$ cat config.mk
export PLATFORM = sky130hd
export DESIGN_NAME = alu_operand_stage_flat
export DESIGN_NICKNAME = d
export VERILOG_FILES = /design/src/rtl/alu_pkg.sv /design/src/rtl/alu_operand_stage_if.sv /design/src/rtl/fwd_mux.sv /design/src/rtl/alu_operand_stage.sv /design/src/flat_wrapper.sv
export SDC_FILE = /design/constraint.sdc
export NUM_CORES = 1
export LEC_CHECK = 0
export BUFFER_PORTS_ARGS = -buffer_cell sky130_fd_sc_hd__buf_2
export CORE_UTILIZATION = 47
export DETAILED_ROUTE_END_ITERATION = 12
export PLACE_DENSITY_LB_ADDON = 0.15
export SLEW_MARGIN = 20
export SYNTH_ARGS = -nofsm -noshare
export SYNTH_HDL_FRONTEND = slang
export SYNTH_SLANG_ARGS = --single-unit
$ cat constraint.sdc
create_clock -name clk -period 3.5 [get_ports clk]
set_clock_uncertainty 0.1 [all_clocks]
set_input_delay 0.875 -clock clk [delete_from_list [all_inputs] [get_ports clk]]
set_output_delay 0.875 -clock clk [all_outputs]
set_load 0.03 [all_outputs]
$ cat src/rtl/alu_pkg.sv
// Shared ALU definitions: function codes, register-zero constant,
// the ID/EX bundle held by the operand stage and its bubble value.
package alu_pkg;

  localparam int XLEN = 32;

  localparam logic [5:0] ALU_ADD = 6'b000000;
  localparam logic [5:0] ALU_SUB = 6'b000001;
  localparam logic [5:0] ALU_AND = 6'b011000;
  localparam logic [5:0] ALU_OR  = 6'b011110;
  localparam logic [5:0] ALU_XOR = 6'b010110;
  localparam logic [5:0] ALU_NOR = 6'b010001;
  localparam logic [5:0] ALU_SLL = 6'b100000;
  localparam logic [5:0] ALU_SRL = 6'b100001;
  localparam logic [5:0] ALU_SRA = 6'b100011;

  localparam logic [5:0] ALU_BUBBLE = ALU_ADD;

  localparam logic [4:0] REG_ZERO = 5'd0;

  typedef struct packed {
    logic            valid;
    logic            regwrite;
    logic            memread;
    logic            memwrite;
    logic            sgn;
    logic [5:0]      alufunc;
    logic [4:0]      rs_addr;
    logic [4:0]      rt_addr;
    logic [4:0]      rd;
    logic [XLEN-1:0] rs;
    logic [XLEN-1:0] rt;
    logic [15:0]     imm;
    logic [4:0]      shamt;
    logic            srca_shamt;
    logic            srcb_imm;
    logic            extop;
    logic            lui;
  } id_ex_t;

  function automatic id_ex_t bubble();
    id_ex_t b;
    b = '0;
    b.alufunc = ALU_BUBBLE;
    return b;
  endfunction

  function automatic logic [XLEN-1:0] ext_imm(
    input logic [15:0] imm,
    input logic        extop
  );
    if (extop)
      return {{16{imm[15]}}, imm};
    return {16'b0, imm};
  endfunction

endpackage

$ cat src/rtl/alu_operand_stage_if.sv
// ID/EX operand stage bus: ID-side inputs, forwarding sources,
// ALU operands/controls and EX control outputs.
interface alu_operand_stage_if #(
  parameter int WIDTH = 32
);

  logic             in_valid;
  logic             stall;
  logic             flush;
  logic [WIDTH-1:0] id_rs_data;
  logic [WIDTH-1:0] id_rt_data;
  logic [4:0]       id_rs_addr;
  logic [4:0]       id_rt_addr;
  logic [4:0]       id_rd_addr;
  logic [15:0]      id_imm;
  logic [4:0]       id_shamt;
  logic [5:0]       id_alufunc;
  logic             id_signed;
  logic             id_srca_shamt;
  logic             id_srcb_imm;
  logic             id_extop;
  logic             id_lui;
  logic             id_regwrite;
  logic             id_memread;
  logic             id_memwrite;
  logic             exmem_regwrite;
  logic [4:0]       exmem_rd;
  logic [WIDTH-1:0] exmem_result;
  logic             memwb_regwrite;
  logic [4:0]       memwb_rd;
  logic [WIDTH-1:0] memwb_result;
  logic [WIDTH-1:0] A;
  logic [WIDTH-1:0] B;
  logic             Signed;
  logic [5:0]       ALUFunc;
  logic             ex_valid;
  logic             ex_regwrite;
  logic             ex_memread;
  logic             ex_memwrite;
  logic [4:0]       ex_rd;
  logic [WIDTH-1:0] ex_store_data;
  logic             load_use_stall;

  modport master (
    output in_valid, stall, flush,
    output id_rs_data, id_rt_data,
    output id_rs_addr, id_rt_addr, id_rd_addr,
    output id_imm, id_shamt, id_alufunc,
    output id_signed, id_srca_shamt,
    output id_srcb_imm, id_extop, id_lui,
    output id_regwrite, id_memread, id_memwrite,
    output exmem_regwrite, exmem_rd, exmem_result,
    output memwb_regwrite, memwb_rd, memwb_result,
    input  A, B, Signed, ALUFunc,
    input  ex_valid, ex_regwrite,
    input  ex_memread, ex_memwrite,
    input  ex_rd, ex_store_data,
    input  load_use_stall
  );

  modport slave (
    input  in_valid, stall, flush,
    input  id_rs_data, id_rt_data,
    input  id_rs_addr, id_rt_addr, id_rd_addr,
    input  id_imm, id_shamt, id_alufunc,
    input  id_signed, id_srca_shamt,
    input  id_srcb_imm, id_extop, id_lui,
    input  id_regwrite, id_memread, id_memwrite,
    input  exmem_regwrite, exmem_rd, exmem_result,
    input  memwb_regwrite, memwb_rd, memwb_result,
    output A, B, Signed, ALUFunc,
    output ex_valid, ex_regwrite,
    output ex_memread, ex_memwrite,
    output ex_rd, ex_store_data,
    output load_use_stall
  );

endinterface

$ cat src/rtl/fwd_mux.sv
// One forwarding selector: EX/MEM beats MEM/WB beats register value.
// Ports: source addr/value, both forwarding sources, selected value y.
module fwd_mux
  import alu_pkg::*;
#(
  parameter int W = 32
) (
  input  logic [4:0]   addr,
  input  logic [W-1:0] regval,
  input  logic         exmem_regwrite,
  input  logic [4:0]   exmem_rd,
  input  logic [W-1:0] exmem_result,
  input  logic         memwb_regwrite,
  input  logic [4:0]   memwb_rd,
  input  logic [W-1:0] memwb_result,
  output logic [W-1:0] y
);

  logic nz;
  logic ex_hit;
  logic wb_hit;

  assign nz = (addr != REG_ZERO);
  assign ex_hit = nz & exmem_regwrite
                & (exmem_rd == addr);
  assign wb_hit = nz & memwb_regwrite
                & (memwb_rd == addr);

  always_comb begin
    y = regval;
    unique case (1'b1)
      ex_hit:            y = exmem_result;
      wb_hit && !ex_hit: y = memwb_result;
      default:           y = regval;
    endcase
  end

endmodule

$ cat src/rtl/alu_operand_stage.sv
// ID/EX stage feeding the ALU: operand regs, forwarding, load-use
// bubbles, hold/flush. Ports: clk, reset, bus (slave side).
module alu_operand_stage
  import alu_pkg::*;
#(
  parameter int WIDTH = 32
) (
  input  logic              clk,
  input  logic              reset,
  alu_operand_stage_if.slave bus
);

  id_ex_t           q;
  id_ex_t           d;
  logic [WIDTH-1:0] fwd_rs;
  logic [WIDTH-1:0] fwd_rt;
  logic [WIDTH-1:0] opa;
  logic [WIDTH-1:0] opb;
  logic             lus;

  fwd_mux #(.W(WIDTH)) u_fwd_rs (
    .addr           (q.rs_addr),
    .regval         (q.rs),
    .exmem_regwrite (bus.exmem_regwrite),
    .exmem_rd       (bus.exmem_rd),
    .exmem_result   (bus.exmem_result),
    .memwb_regwrite (bus.memwb_regwrite),
    .memwb_rd       (bus.memwb_rd),
    .memwb_result   (bus.memwb_result),
    .y              (fwd_rs)
  );

  fwd_mux #(.W(WIDTH)) u_fwd_rt (
    .addr           (q.rt_addr),
    .regval         (q.rt),
    .exmem_regwrite (bus.exmem_regwrite),
    .exmem_rd       (bus.exmem_rd),
    .exmem_result   (bus.exmem_result),
    .memwb_regwrite (bus.memwb_regwrite),
    .memwb_rd       (bus.memwb_rd),
    .memwb_result   (bus.memwb_result),
    .y              (fwd_rt)
  );

  // Both sources compared even if unused: cheap and conservative.
  assign lus = q.valid & q.memread
             & (q.rd != REG_ZERO)
             & bus.in_valid
             & ((q.rd == bus.id_rs_addr)
              | (q.rd == bus.id_rt_addr));

  always_comb begin
    d = bubble();
    if (bus.in_valid) begin
      d.valid      = 1'b1;
      d.regwrite   = bus.id_regwrite;
      d.memread    = bus.id_memread;
      d.memwrite   = bus.id_memwrite;
      d.sgn        = bus.id_signed;
      d.alufunc    = bus.id_alufunc;
      d.rs_addr    = bus.id_rs_addr;
      d.rt_addr    = bus.id_rt_addr;
      d.rd         = bus.id_rd_addr;
      d.rs         = bus.id_rs_data;
      d.rt         = bus.id_rt_data;
      d.imm        = bus.id_imm;
      d.shamt      = bus.id_shamt;
      d.srca_shamt = bus.id_srca_shamt;
      d.srcb_imm   = bus.id_srcb_imm;
      d.extop      = bus.id_extop;
      d.lui        = bus.id_lui;
    end
  end

  always_comb begin
    opa = fwd_rs;
    if (q.srca_shamt)
      opa = {{(WIDTH-5){1'b0}}, q.shamt};
  end

  always_comb begin
    opb = fwd_rt;
    unique case (1'b1)
      q.lui:
        opb = {q.imm, 16'b0};
      q.srcb_imm && !q.lui:
        opb = ext_imm(q.imm, q.extop);
      default:
        opb = fwd_rt;
    endcase
  end

  // On hold, latch forwarded sources so they survive producer retire.
  always_ff @(posedge clk) begin
    if (reset)
      q <= bubble();
    else if (bus.flush)
      q <= bubble();
    else if (bus.stall) begin
      q.rs <= fwd_rs;
      q.rt <= fwd_rt;
    end
    else if (lus)
      q <= bubble();
    else
      q <= d;
  end

  assign bus.A              = opa;
  assign bus.B              = opb;
  assign bus.Signed         = q.sgn;
  assign bus.ALUFunc        = q.alufunc;
  assign bus.ex_valid       = q.valid;
  assign bus.ex_regwrite    = q.regwrite;
  assign bus.ex_memread     = q.memread;
  assign bus.ex_memwrite    = q.memwrite;
  assign bus.ex_rd          = q.rd;
  assign bus.ex_store_data  = fwd_rt;
  assign bus.load_use_stall = lus;

endmodule
$ cat src/flat_wrapper.sv
// flat-port wrapper written by rule: the top's interface ports become plain ports
module alu_operand_stage_flat import alu_pkg::*;
#(
  parameter int WIDTH = 32
)
  (clk, reset, bus_in_valid, bus_stall, bus_flush, bus_id_rs_data, bus_id_rt_data, bus_id_rs_addr, bus_id_rt_addr, bus_id_rd_addr, bus_id_imm, bus_id_shamt, bus_id_alufunc, bus_id_signed, bus_id_srca_shamt, bus_id_srcb_imm, bus_id_extop, bus_id_lui, bus_id_regwrite, bus_id_memread, bus_id_memwrite, bus_exmem_regwrite, bus_exmem_rd, bus_exmem_result, bus_memwb_regwrite, bus_memwb_rd, bus_memwb_result, bus_A, bus_B, bus_Signed, bus_ALUFunc, bus_ex_valid, bus_ex_regwrite, bus_ex_memread, bus_ex_memwrite, bus_ex_rd, bus_ex_store_data, bus_load_use_stall);
  alu_operand_stage_if #(.WIDTH(WIDTH)) bus_i ();
  input  logic clk;
  input  logic reset;
  input wire logic [$bits(bus_i.in_valid)-1:0] bus_in_valid;
  input wire logic [$bits(bus_i.stall)-1:0] bus_stall;
  input wire logic [$bits(bus_i.flush)-1:0] bus_flush;
  input wire logic [$bits(bus_i.id_rs_data)-1:0] bus_id_rs_data;
  input wire logic [$bits(bus_i.id_rt_data)-1:0] bus_id_rt_data;
  input wire logic [$bits(bus_i.id_rs_addr)-1:0] bus_id_rs_addr;
  input wire logic [$bits(bus_i.id_rt_addr)-1:0] bus_id_rt_addr;
  input wire logic [$bits(bus_i.id_rd_addr)-1:0] bus_id_rd_addr;
  input wire logic [$bits(bus_i.id_imm)-1:0] bus_id_imm;
  input wire logic [$bits(bus_i.id_shamt)-1:0] bus_id_shamt;
  input wire logic [$bits(bus_i.id_alufunc)-1:0] bus_id_alufunc;
  input wire logic [$bits(bus_i.id_signed)-1:0] bus_id_signed;
  input wire logic [$bits(bus_i.id_srca_shamt)-1:0] bus_id_srca_shamt;
  input wire logic [$bits(bus_i.id_srcb_imm)-1:0] bus_id_srcb_imm;
  input wire logic [$bits(bus_i.id_extop)-1:0] bus_id_extop;
  input wire logic [$bits(bus_i.id_lui)-1:0] bus_id_lui;
  input wire logic [$bits(bus_i.id_regwrite)-1:0] bus_id_regwrite;
  input wire logic [$bits(bus_i.id_memread)-1:0] bus_id_memread;
  input wire logic [$bits(bus_i.id_memwrite)-1:0] bus_id_memwrite;
  input wire logic [$bits(bus_i.exmem_regwrite)-1:0] bus_exmem_regwrite;
  input wire logic [$bits(bus_i.exmem_rd)-1:0] bus_exmem_rd;
  input wire logic [$bits(bus_i.exmem_result)-1:0] bus_exmem_result;
  input wire logic [$bits(bus_i.memwb_regwrite)-1:0] bus_memwb_regwrite;
  input wire logic [$bits(bus_i.memwb_rd)-1:0] bus_memwb_rd;
  input wire logic [$bits(bus_i.memwb_result)-1:0] bus_memwb_result;
  output wire logic [$bits(bus_i.A)-1:0] bus_A;
  output wire logic [$bits(bus_i.B)-1:0] bus_B;
  output wire logic [$bits(bus_i.Signed)-1:0] bus_Signed;
  output wire logic [$bits(bus_i.ALUFunc)-1:0] bus_ALUFunc;
  output wire logic [$bits(bus_i.ex_valid)-1:0] bus_ex_valid;
  output wire logic [$bits(bus_i.ex_regwrite)-1:0] bus_ex_regwrite;
  output wire logic [$bits(bus_i.ex_memread)-1:0] bus_ex_memread;
  output wire logic [$bits(bus_i.ex_memwrite)-1:0] bus_ex_memwrite;
  output wire logic [$bits(bus_i.ex_rd)-1:0] bus_ex_rd;
  output wire logic [$bits(bus_i.ex_store_data)-1:0] bus_ex_store_data;
  output wire logic [$bits(bus_i.load_use_stall)-1:0] bus_load_use_stall;
  assign bus_i.in_valid = bus_in_valid;
  assign bus_i.stall = bus_stall;
  assign bus_i.flush = bus_flush;
  assign bus_i.id_rs_data = bus_id_rs_data;
  assign bus_i.id_rt_data = bus_id_rt_data;
  assign bus_i.id_rs_addr = bus_id_rs_addr;
  assign bus_i.id_rt_addr = bus_id_rt_addr;
  assign bus_i.id_rd_addr = bus_id_rd_addr;
  assign bus_i.id_imm = bus_id_imm;
  assign bus_i.id_shamt = bus_id_shamt;
  assign bus_i.id_alufunc = bus_id_alufunc;
  assign bus_i.id_signed = bus_id_signed;
  assign bus_i.id_srca_shamt = bus_id_srca_shamt;
  assign bus_i.id_srcb_imm = bus_id_srcb_imm;
  assign bus_i.id_extop = bus_id_extop;
  assign bus_i.id_lui = bus_id_lui;
  assign bus_i.id_regwrite = bus_id_regwrite;
  assign bus_i.id_memread = bus_id_memread;
  assign bus_i.id_memwrite = bus_id_memwrite;
  assign bus_i.exmem_regwrite = bus_exmem_regwrite;
  assign bus_i.exmem_rd = bus_exmem_rd;
  assign bus_i.exmem_result = bus_exmem_result;
  assign bus_i.memwb_regwrite = bus_memwb_regwrite;
  assign bus_i.memwb_rd = bus_memwb_rd;
  assign bus_i.memwb_result = bus_memwb_result;
  assign bus_A = bus_i.A;
  assign bus_B = bus_i.B;
  assign bus_Signed = bus_i.Signed;
  assign bus_ALUFunc = bus_i.ALUFunc;
  assign bus_ex_valid = bus_i.ex_valid;
  assign bus_ex_regwrite = bus_i.ex_regwrite;
  assign bus_ex_memread = bus_i.ex_memread;
  assign bus_ex_memwrite = bus_i.ex_memwrite;
  assign bus_ex_rd = bus_i.ex_rd;
  assign bus_ex_store_data = bus_i.ex_store_data;
  assign bus_load_use_stall = bus_i.load_use_stall;
  alu_operand_stage #(.WIDTH(WIDTH)) u_core (.clk(clk), .reset(reset), .bus(bus_i));
endmodule
==> load_flow_metrics.sql, run 1 <==
INSERT INTO impl_metrics (metric_group, metric, value, unit) VALUES
('setup_path', 'crit_arrival', '2.66', 'ns'),
('final_layout', 'area_occupied_by_multi_input_gates', '4780', 'µm²'),
('synthesis', 'synth.net_count', '970', ''),
('status', 'status', 'complete, but fails checks', ''),
('setup_path', 'cp_slowest_cell', 'sky130_fd_sc_hd__or4b_4', ''),
('place', 'gp_congestion', '0.969', ''),
('final_layout', 'final.fill_count', '782', ''),
('sta', 'final_critical_path_setup_slack', '-0.139', 'ns'),
('synthesis', 'post_synth_instance_area', '6550', 'µm²'),
('final_layout', 'layout_common_cells', 'sky130_fd_sc_hd__buf_2, sky130_fd_sc_hd__dfxtp_1, sky130_fd_sc_hd__buf_4', ''),
('setup_path', 'timing.critical_path.cells', 'buf_8 > xor2_4 > or4b_4 > buf_4 > o21ai_1 > and3_4 > o31ai_4 > buf_4', ''),
('routing', 'via_count', '8596', ''),
('clock_tree', 'tritoncts', 'yes', ''),
('floorplanning', 'initial_utilization', '48.9', '%'),
('global_route', 'antenna_found_initial', '1', ''),
('floorplanning', 'boundaryPins', '308', ''),
('global_route', 'grt_pass1_wl', '41.3', 'mm'),
('routing', 'post_route_drc', '0', ''),
('floorplanning', 'core', '13400', 'µm²'),
('sta', 'setup_viol', '86', ''),
('final_layout', 'final_common_cell', 'sky130_fd_sc_hd__buf_2', ''),
('hold_path', 'hold_path_class', 'flop to flop', ''),
('setup_path', 'worst-path-max-fanout', '11', ''),
('floorplanning', 'area_enclosed_by_the_die_boundary', '14400', 'µm²'),
('status', 'violations', 'setup timing', ''),
('synthesis', 'syn_avg_cell_area', '8.45', 'µm²'),
('clock_tree', 'insertion_delay', '0.43', 'ns'),
('clock_tree', 'clock_sinks', '115', ''),
('final_layout', 'stdcell_area', '11300', 'µm²'),
('clock_tree', 'clockBufferDepth', '2', ''),
('synthesis', 'synth_cells', '775', ''),
('final_layout', 'area_growth', '73.2', '%'),
('routing', 'drt.antenna.violating_nets', '0', ''),
('setup_path', 'critPathRequiredTime', '2.52', 'ns'),
('global_route', 'grtUsageTotal', '37.3', '%'),
('clock_tree', 'cts_hold_buffers', '0', ''),
('floorplanning', 'floorplan.rows', '42', ''),
('power_and_ir_drop', 'max-vdd-ir-drop', '284', 'µV'),
('routing', 'detailedRoute.firstPassIterationCount', '7', ''),
('place', 'port_buffer_count', '307', ''),
('place', 'hpwlAfterDp', '19.2', 'mm'),
('setup_path', 'crit_top_cell', 'sky130_fd_sc_hd__buf_4', ''),
('setup_path', 'criticalPathCategory', 'input port to output port', ''),
('power_and_ir_drop', 'power.leakage', '4.96', 'nW'),
('global_route', 'first_global_vias', '7689', ''),
('sta', 'timing.final.max_slew_violations', '0', ''),
('routing', 'avg_vias_per_cell', '6.55', ''),
('sta', 'finalCritPeriodShare', '104', '%'),
('sta', 'timing.final.hold_violations', '0', ''),
('final_layout', 'post_route_cells_drive_above_1_share', '52.6', '%'),
('final_layout', 'final_core_utilization', '84.6', '%'),
('synthesis', 'async_reset_ff_share', '0', '%'),
('synthesis', 'synth-edff-count', '0', ''),
('clock_tree', 'cts-root-buf', 'sky130_fd_sc_hd__clkbuf_16', ''),
('floorplanning', 'die_x', '120', 'µm'),
('power_and_ir_drop', 'power_density', '345', 'nW/µm²'),
('routing', 'avgRoutedWirePerCell', '24.3', 'µm'),
('final_layout', 'final_net_count', '1318', ''),
('setup_path', 'critPathLaunchType', 'input port', ''),
('clock_tree', 'htree_num_levels', '4', ''),
('synthesis', 'yosys_warnings', '0', ''),
('global_route', 'pin_count_of_the_biggest_net_entering_global_routing', '87', ''),
('setup_path', 'crit_path_end_kind', 'output port', ''),
('floorplanning', 'die-height', '120', 'µm'),
('synthesis', 'postSynth.topFlopCell', 'sky130_fd_sc_hd__dfxtp_1', ''),
('routing', 'detail_route.iter0.violations', '1037', ''),
('synthesis', 'synth_seq_area_share', '35.2', '%'),
('run', 'max_cap_violation_count', '0', ''),
('final_layout', 'area.sequential', '2320', 'µm²'),
('global_route', 'globalRoute.totalOverflow', '0', ''),
('sta', 'max_freq', '275', 'MHz');
-- through the flow --
| stage | hold slack, ns | power (mW) | setup slack, ns | instances |
|---|---|---|---|---|
| floorplan | 0.342 | 1.63 | -0.211 | 775 |
| global placement | 0.353 | 1.87 | -0.196 | 1242 |
| detailed placement | 0.350 | 1.87 | -0.249 | 1242 |
| CTS | 0.371 | 3.78 | -0.154 | 1282 |
| global route | 0.386 | 3.99 | -0.186 | 1312 |
| finish | 0.367 | 3.91 | -0.139 | 1312 |
-- layout make-up --
type / instances / share of cell area (%)
Tap cell: 176 / 1.94
Clock inverter: 11 / 1.61
Inverter: 34 / 1.13
Timing Repair Buffer: 419 / 28.7
Sequential cell: 115 / 20.4
Clock buffer: 21 / 3.97
Multi-Input combinational cell: 536 / 42.2
-- synth_stat cells (all sizes together), types with 2 or more instances --
| cell type | count | area (µm²) |
|---|---|---|
| o211ai | 31 | 253 |
| clkbuf | 49 | 185 |
| o2bb2ai | 5 | 43.8 |
| o21ai | 69 | 345 |
| and3 | 17 | 106 |
| inv | 32 | 120 |
| or4b | 2 | 23.8 |
| o31ai | 16 | 120 |
| xor2 | 3 | 26.3 |
| clkinv | 2 | 7.51 |
| a32o | 28 | 280 |
| o32ai | 5 | 43.8 |
| or4 | 2 | 22.5 |
| o211a | 6 | 60.1 |
| or3 | 28 | 175 |
| nor3 | 32 | 160 |
| xnor2 | 27 | 236 |
| nand3 | 34 | 170 |
| a22o | 82 | 718 |
| and3b | 27 | 236 |
| nand2 | 56 | 210 |
| dfxtp | 115 | 2300 |
| nand4 | 4 | 25.0 |
| a31o | 15 | 131 |
| a31oi | 32 | 200 |
| buf | 41 | 248 |
| nor2 | 6 | 22.5 |
| or2 | 3 | 18.8 |
-- metal layers --
metal,global-route usage (%),vias to the layer above,wire [µm]
met5,0,-,8
met4,20.5,2,2050
met3,6.23,181,3300
met2,63.8,718,15200
met1,44.2,4041,11400
li1,-,3654,-
-- critical path: cells and delay by family --
family / cells / cell delay [ns]
xor+xnor: 1 / 0.15
buf+inv: 3 / 0.53
compound gates: 2 / 0.26
simple gates: 2 / 0.85
-- repair_timing --
item	CTS	global route
pin swaps	22	74
resized for setup	158	208
setup endpoints to repair	95	95
cloned	1	11
setup buffers	7	20
-- worst paths after layout --
kind,cells after the start,slack [ns],endpoint,from
worst min register to register,1,0.37,u_core.bus.ALUFunc[0],u_core.bus.ALUFunc[0]
worst max register to register,7,1.04,u_core.q[35],u_core.q[98]
worst min-delay path,1,0.37,u_core.bus.ALUFunc[0],u_core.bus.ALUFunc[0]
worst max-delay path,8,-0.14,bus_B[8],bus_memwb_rd[2]
-- registers in the layout, summed over array words and instances, names as in the netlist --
signal                  cells
u_core.bus.Signed           1
u_core.bus.ALUFunc          6
u_core.bus.ex_valid         1
u_core.bus.ex_rd            5
u_core.bus.ex_regwrite      1
u_core.q                   99
u_core.bus.ex_memread       1
u_core.bus.ex_memwrite      1
-- report_power, final --
part / leakage, nW / internal [mW] / total, mW / switching [mW]
clock: 0.311 / 1.27 / 1.91 / 0.633
combinational: 3.72 / 0.291 / 0.647 / 0.356
sequential: 0.936 / 1.34 / 1.36 / 0.0215
-- kinds of logic (layout without fill, tap and decap cells) --
| logic type | after synthesis | in the layout | synth area share [%] |
|---|---|---|---|
| buffers and inverters | 124 | 485 | 8.56 |
| XOR/XNOR | 30 | 30 | 4.01 |
| AND/OR/NAND/NOR | 213 | 213 | 18.2 |
| AO/OA/AOI/OAI | 293 | 293 | 34.0 |
| flip-flops | 115 | 115 | 35.2 |
Power figures use the tool's default switching activity.
==> run 2, diff against run 1 <==
CORE_UTILIZATION = 25   (was 47)
clock period = 3.8 ns   (was 3.5 ns; I/O delays follow)
==> run 2 against run 1 <==
  * Non-clock buffer count is 35 lower
  * Largest power group unchanged
  * The run still ends with setup timing left
  * Total power is 13% lower
  * Cell area is 6.6% lower
  * Critical endpoint is now bus_B[17]
  * Sequential power is 8% lower
==> load_flow_metrics.sql, run 2 (synthesized netlist as in run 1, its figures left out) <==
INSERT INTO impl_metrics (metric_group, metric, value, unit) VALUES
('status', 'status', 'complete, but fails checks', ''),
('status', 'violations', 'setup timing', ''),
('global_route', 'grt_pass1_wl', '46.8', 'mm'),
('global_route', 'grtUsageTotal', '23.9', '%'),
('setup_path', 'critPathLaunchType', 'input port', ''),
('routing', 'avg_vias_per_cell', '5.40', ''),
('clock_tree', 'clockBufferDepth', '2', ''),
('hold_path', 'hold_path_class', 'flop to flop', ''),
('routing', 'via_count', '7750', ''),
('setup_path', 'rr_startpoint', 'u_core.q[98]', ''),
('floorplanning', 'initial_utilization', '25.8', '%'),
('final_layout', 'final.fill_count', '2604', ''),
('global_route', 'globalRoute.totalOverflow', '0', ''),
('sta', 'finalCritPeriodShare', '102', '%'),
('floorplanning', 'floorplan.rows', '58', ''),
('place', 'hpwlAfterDp', '22.6', 'mm'),
('clock_tree', 'htree_num_levels', '4', ''),
('floorplanning', 'area_enclosed_by_the_die_boundary', '26800', 'µm²'),
('routing', 'drt.antenna.violating_nets', '0', ''),
('place', 'port_buffer_count', '307', ''),
('clock_tree', 'tritoncts', 'yes', ''),
('setup_path', 'criticalPathCategory', 'input port to output port', ''),
('sta', 'unrepaired_setup_endpoints_after_global_routing', 'true', ''),
('place', 'postPlaceCellArea', '8870', 'µm²'),
('sta', 'timing.final.max_slew_violations', '0', ''),
('run', 'max_cap_violation_count', '0', ''),
('routing', 'avgRoutedWirePerCell', '23.2', 'µm'),
('clock_tree', 'cts-root-buf', 'sky130_fd_sc_hd__clkbuf_16', ''),
('setup_path', 'ff2ff_path_depth', '7', ''),
('global_route', 'first_global_vias', '7378', ''),
('final_layout', 'final_net_count', '1285', ''),
('final_layout', 'post_route_cells_drive_above_1_share', '48.6', '%'),
('sta', 'final_critical_path_setup_slack', '-0.0664', 'ns'),
('sta', 'worst_hold_slack', '0.370', 'ns'),
('routing', 'totalWireLength', '33.3', 'mm'),
('setup_path', 'critPathLaunch', 'bus_memwb_rd[4]', ''),
('final_layout', 'area_occupied_by_multi_input_gates', '4550', 'µm²'),
('clock_tree', 'clkSlewWorstSetupHoldPaths', '0.05', 'ns'),
('floorplanning', 'boundaryPins', '308', ''),
('clock_tree', 'clock_sinks', '115', ''),
('final_layout', 'regMostFlops', 'u_core.q', ''),
('hold_path', 'worstHoldEndpoint', 'u_core.bus.ALUFunc[0]', ''),
('final_layout', 'area.sequential', '2310', 'µm²'),
('final_layout', 'area_growth', '61.7', '%'),
('clock_tree', 'cts_hold_buffers', '0', ''),
('power_and_ir_drop', 'power_density', '320', 'nW/µm²'),
('final_layout', 'largest_register_ffs', '99', ''),
('floorplanning', 'die_x', '164', 'µm'),
('clock_tree', 'cts_buffers', '17', ''),
('setup_path', 'worst-path-max-fanout', '6', ''),
('sta', 'fin_crit', '3.87', 'ns'),
('sta', 'worst_slew_margin_rel', '42.0', '%'),
('global_route', 'pin_count_of_the_biggest_net_entering_global_routing', '75', ''),
('final_layout', 'final_common_cell', 'sky130_fd_sc_hd__buf_2', ''),
('floorplanning', 'die-height', '164', 'µm'),
('routing', 'detail_route.iter0.violations', '584', ''),
('final_layout', 'stdcell_area', '10600', 'µm²'),
('sta', 'timing.final.hold_violations', '0', ''),
('final_layout', 'layout_common_cells', 'sky130_fd_sc_hd__buf_2, sky130_fd_sc_hd__dfxtp_1, sky130_fd_sc_hd__a22o_1', ''),
('hold_path', 'timing.hold.worst_path_depth', '1', ''),
('final_layout', 'final_cells', '1434', ''),
('sta', 'setup_viol', '12', ''),
('place', 'placed_cells', '1386', ''),
('routing', 'detailedRoute.firstPassIterationCount', '7', ''),
('place', 'preCtsSetupSlack', '-0.0929', 'ns'),
('power_and_ir_drop', 'power.leakage', '4.64', 'nW'),
('setup_path', 'crit_arrival', '2.82', 'ns'),
('setup_path', 'regToRegEndpoint', 'u_core.q[32]', ''),
('global_route', 'antenna_found_initial', '2', ''),
('setup_path', 'critPathRequiredTime', '2.75', 'ns'),
('sta', 'max_freq', '259', 'MHz'),
('setup_path', 'crit_path_end_kind', 'output port', ''),
('routing', 'post_route_drc', '0', ''),
('floorplanning', 'core', '25400', 'µm²'),
('sta', 'worst_slew_pin_slew', '0.869', 'ns'),
('power_and_ir_drop', 'max-vdd-ir-drop', '242', 'µV'),
('hold_path', 'worst_hold_startpoint', 'u_core.bus.ALUFunc[0]', ''),
('clock_tree', 'insertion_delay', '0.42', 'ns'),
('setup_path', 'ff2ff_setup_slack', '1.34', 'ns'),
('place', 'gp_congestion', '0.810', '');
[run 2: timing repair]
action                     in CTS  in global routing
pin swaps                      33                 32
resized for setup              95                125
setup endpoints to repair      61                 72
gates cloned                    6                  2
buffers inserted                5                  2
[run 2: worst max path at each step]
stage / cells after the start / endpoint
after floorplan: 6 / bus_B[23]
after global placement: 8 / bus_B[3]
after detailed placement: 8 / bus_B[1]
after CTS: 7 / bus_B[31]
after global routing: 8 / bus_B[17]
final: 8 / bus_B[17]
[run 2: worst max-delay path, cell delays in order]
cell and delay (ns):
sky130_fd_sc_hd__buf_8 0.11, sky130_fd_sc_hd__xor2_4 0.18, sky130_fd_sc_hd__or4b_4 0.71, sky130_fd_sc_hd__o21ai_2 0.23, sky130_fd_sc_hd__a31oi_4 0.11, sky130_fd_sc_hd__buf_4 0.16, sky130_fd_sc_hd__a31o_4 0.23, sky130_fd_sc_hd__buf_6 0.13
[run 2: metrics by stage]
| step | utilization, % | power [mW] | setup TNS, ns |
|---|---|---|---|
| after CTS | 39.2 | 3.39 | -0.335 |
| after detailed placement | 34.9 | 1.74 | -1.57 |
| after floorplan | - | 1.50 | -0.246 |
| after global placement | 34.9 | 1.74 | -0.807 |
| final | 41.7 | 3.38 | -0.200 |
| after global routing | 41.7 | 3.51 | -1.03 |
[run 2: where the power goes]
part,total [mW],switching [mW],internal (mW)
logic,0.539,0.304,0.235
clock network,1.59,0.616,0.977
registers,1.25,0.0203,1.23
total,3.38,0.940,2.44
[run 2: final cells by class]
type | count | area share (%)
tap | 330 | 3.90
multi-input combinational | 538 | 42.9
inverter | 34 | 1.21
timing repair buffer | 384 | 24.8
clock inverter | 10 | 1.03
antenna | 1 | 0.0236
sequential | 115 | 21.8
clock buffer | 22 | 4.29
[run 2: routing by layer]
layer,GRT usage [%],part of all wire [%]
met1,30.0,42
met2,39.7,48
met3,5.51,6.9
met4,8.75,3.1
met5,0,0.051
==> run 3, diff against run 2 <==
==> constraint.sdc (replaced) <==
create_clock -name clk -period 3.8 [get_ports clk]
set_clock_uncertainty 0.1 [all_clocks]
set_input_delay 0.57 -clock clk [delete_from_list [all_inputs] [get_ports clk]]
set_output_delay 0.57 -clock clk [all_outputs]
set_load 0.03 [all_outputs]
==> run 3 against run 2 <==
  * The run now ends clean
  * Count of clock-buffer cells in the layout down 4
  * Global-route usage down 1.6 points
  * Combinational power down 17%
  * Critical path depth down 1
  * Largest power group unchanged
  * Largest cell class unchanged
  * Worst setup slack better by 0.20 ns
  * Routed wire length down 8.6%
==> load_flow_metrics.sql, run 3 (synthesized netlist as in run 1, its figures left out) <==
INSERT INTO impl_metrics (metric_group, metric, value, unit) VALUES
('status', 'status', 'finished, final reports clean', ''),
('setup_path', 'rr_startpoint', 'u_core.q[99]', ''),
('clock_tree', 'cts-root-buf', 'sky130_fd_sc_hd__clkbuf_16', ''),
('clock_tree', 'clock_sinks', '115', ''),
('run', 'max_cap_violation_count', '0', ''),
('sta', 'worst_slew_margin_rel', '50.5', '%'),
('clock_tree', 'clkSlewWorstSetupHoldPaths', '0.06', 'ns'),
('sta', 'setup_viol', '0', ''),
('routing', 'post_route_drc', '0', ''),
('place', 'gp_congestion', '0.812', ''),
('global_route', 'pin_count_of_the_biggest_net_entering_global_routing', '47', ''),
('power_and_ir_drop', 'power.clock.fraction', '48.5', '%'),
('setup_path', 'criticalPathCategory', 'flop to output port', ''),
('clock_tree', 'cts_setup_buffers', '0', ''),
('power_and_ir_drop', 'switching_fraction_of_total_power', '28.0', '%'),
('setup_path', 'critPathRequiredTime', '3.13', 'ns'),
('sta', 'timing.final.max_slew_violations', '0', ''),
('setup_path', 'critPathLaunch', 'u_core.q[94]', ''),
('final_layout', 'regMostFlops', 'u_core.q', ''),
('hold_path', 'worstHoldEndpoint', 'u_core.q[82]', ''),
('clock_tree', 'tritoncts', 'yes', ''),
('setup_path', 'crit_path_end_kind', 'output port', ''),
('place', 'hpwlAfterDp', '23.1', 'mm'),
('setup_path', 'regToRegEndpoint', 'u_core.q[74]', ''),
('global_route', 'global_route.peak_usage_layer', 'met2', ''),
('clock_tree', 'cts_buffers', '17', ''),
('global_route', 'first_global_vias', '7092', ''),
('floorplanning', 'area_enclosed_by_the_die_boundary', '26800', 'µm²'),
('floorplanning', 'initial_utilization', '25.8', '%'),
('global_route', 'use_met1', '29.9', '%'),
('global_route', 'grtUsageTotal', '22.3', '%'),
('final_layout', 'post_route_cells_drive_above_1_share', '37.1', '%'),
('floorplanning', 'boundaryPins', '308', ''),
('hold_path', 'timing.hold.worst_path_depth', '2', ''),
('routing', 'totalWireLength', '30.4', 'mm'),
('routing', 'avgRoutedWirePerCell', '22.0', 'µm'),
('routing', 'avg_vias_per_cell', '5.29', ''),
('routing', 'via_count', '7317', ''),
('routing', 'drt.antenna.violating_nets', '0', ''),
('clock_tree', 'clockBufferDepth', '2', ''),
('routing', 'detailedRoute.firstPassIterationCount', '5', ''),
('floorplanning', 'die_x', '164', 'µm'),
('clock_tree', 'cts_hold_buffers', '0', ''),
('sta', 'finalCritPeriodShare', '96.6', '%'),
('clock_tree', 'insertion_delay', '0.42', 'ns'),
('sta', 'unrepaired_setup_endpoints_after_global_routing', 'false', ''),
('power_and_ir_drop', 'power', '3.29', 'mW'),
('setup_path', 'ff2ff_setup_slack', '1.26', 'ns'),
('final_layout', 'final_net_count', '1234', ''),
('hold_path', 'worst_hold_startpoint', 'bus_id_rs_data[25]', ''),
('power_and_ir_drop', 'sequential_power_share', '38.0', '%'),
('power_and_ir_drop', 'max-vdd-ir-drop', '197', 'µV'),
('global_route', 'grtUsageMet2', '35.9', '%'),
('sta', 'max_freq', '272', 'MHz'),
('floorplanning', 'floorplan.rows', '58', ''),
('floorplanning', 'core', '25400', 'µm²'),
('final_layout', 'area_growth', '36.6', '%'),
('global_route', 'global_route.usage.met3', '4.90', '%'),
('power_and_ir_drop', 'power_density', '368', 'nW/µm²'),
('sta', 'worst_slew_pin_slew', '0.742', 'ns'),
('power_and_ir_drop', 'comb_power_share', '13.6', '%'),
('setup_path', 'worst-path-max-fanout', '32', ''),
('sta', 'setup_tns', '0', 'ns'),
('place', 'port_buffer_count', '307', ''),
('setup_path', 'ff2ff_path_depth', '6', ''),
('final_layout', 'largest_register_ffs', '99', ''),
('setup_path', 'crit_arrival', '3.00', 'ns'),
('power_and_ir_drop', 'power.leakage', '4.07', 'nW'),
('global_route', 'globalRoute.totalOverflow', '0', ''),
('sta', 'fin_crit', '3.67', 'ns'),
('routing', 'detail_route.iter0.violations', '471', ''),
('setup_path', 'critPathLaunchType', 'flop', ''),
('sta', 'timing.final.hold_violations', '0', ''),
('final_layout', 'final_common_cell', 'sky130_fd_sc_hd__buf_2', ''),
('hold_path', 'hold_path_class', 'input port to flop', ''),
('power_and_ir_drop', 'power.net_switching', '922', 'µW'),
('power_and_ir_drop', 'cell_internal_pwr', '2.37', 'mW'),
('global_route', 'grt_pass1_wl', '44.1', 'mm'),
('global_route', 'antenna_found_initial', '2', ''),
('floorplanning', 'die-height', '164', 'µm'),
('clock_tree', 'htree_num_levels', '4', ''),
('final_layout', 'layout_common_cells', 'sky130_fd_sc_hd__buf_2, sky130_fd_sc_hd__dfxtp_1, sky130_fd_sc_hd__a22o_1', '');
[run 3: changes by cell type in the layout (fill, tap and decap cells not counted), moves of 9 or more]
cell,delta
sky130_fd_sc_hd__buf_4,-49
sky130_fd_sc_hd__buf_6,-30
sky130_fd_sc_hd__a31oi_4,-13
sky130_fd_sc_hd__and3_1,+14
sky130_fd_sc_hd__o31ai_1,+16
sky130_fd_sc_hd__o21ai_2,-18
sky130_fd_sc_hd__o21ai_0,+16
sky130_fd_sc_hd__a31oi_1,+20
sky130_fd_sc_hd__o31ai_4,-9
sky130_fd_sc_hd__buf_2,+52
sky130_fd_sc_hd__nand3_1,+11
sky130_fd_sc_hd__nand3_2,-9
sky130_fd_sc_hd__and3_4,-14
[run 3: area by class of cell]
cell class | instances | area (µm²)
Clock buffer | 18 | 429
Sequential cell | 115 | 2300
Fill cell | 2722 | 16500
Multi-Input combinational cell | 536 | 3740
Inverter | 34 | 128
Clock inverter | 14 | 139
Timing Repair Buffer | 335 | 1800
Tap cell | 330 | 413
Antenna cell | 1 | 2.50
[run 3: worst max-delay path: stages (launching register included)]
cell	delay (ns)
sky130_fd_sc_hd__dfxtp_1	0.35
sky130_fd_sc_hd__or4_4	0.59
sky130_fd_sc_hd__o211ai_4	0.18
sky130_fd_sc_hd__buf_4	0.37
sky130_fd_sc_hd__nor3_1	0.09
sky130_fd_sc_hd__a31oi_1	0.48
sky130_fd_sc_hd__a32o_1	0.28
sky130_fd_sc_hd__buf_2	0.21
[run 3: stage by stage]
step / setup slack (ns) / instances / hold slack (ns) / cell area, µm² / utilization, %
after floorplan: 0.648 / 775 / 0.342 / 6550 / -
after global placement: 0.522 / 1350 / 0.352 / 8360 / 32.9
after detailed placement: 0.465 / 1350 / 0.352 / 8360 / 32.9
after CTS: 0.106 / 1382 / 0.242 / 8930 / 35.2
after global routing: 0.00410 / 1382 / 0.244 / 8940 / 35.2
final: 0.129 / 1383 / 0.258 / 8950 / 35.2
[run 3: how the worst max path moves through the flow]
stage | end | slack [ns] | depth (start not counted)
global route | bus_B[23] | 0.004 | 7
floorplan | bus_B[24] | 0.65 | 6
detailed placement | bus_B[31] | 0.47 | 8
global placement | bus_B[31] | 0.52 | 8
CTS | bus_B[19] | 0.11 | 7
finish | bus_B[31] | 0.13 | 7
[run 3: power by group through the flow]
stage | registers, mW | logic (mW) | clock network [mW]
finish | 1.25 | 0.447 | 1.59
global route | 1.25 | 0.477 | 1.69
CTS | 1.25 | 0.448 | 1.63
detailed placement | 1.27 | 0.447 | 0
global placement | 1.27 | 0.447 | 0
floorplan | 1.27 | 0.219 | 0
[run 3: layer usage]
| metal | vias to the layer above | part of all wire, % |
|---|---|---|
| li1 | 3468 | - |
| met1 | 3525 | 45 |
| met2 | 294 | 47 |
| met3 | 28 | 6.4 |
| met4 | 2 | 1.5 |
| met5 | - | 0.056 |
[run 3: what timing repair did]
action | 4_1_cts | 5_1_grt
gates resized for setup | 0 | 1
endpoints found under the setup margin | 0 | 1
endpoints found under the hold margin | 0 | 0
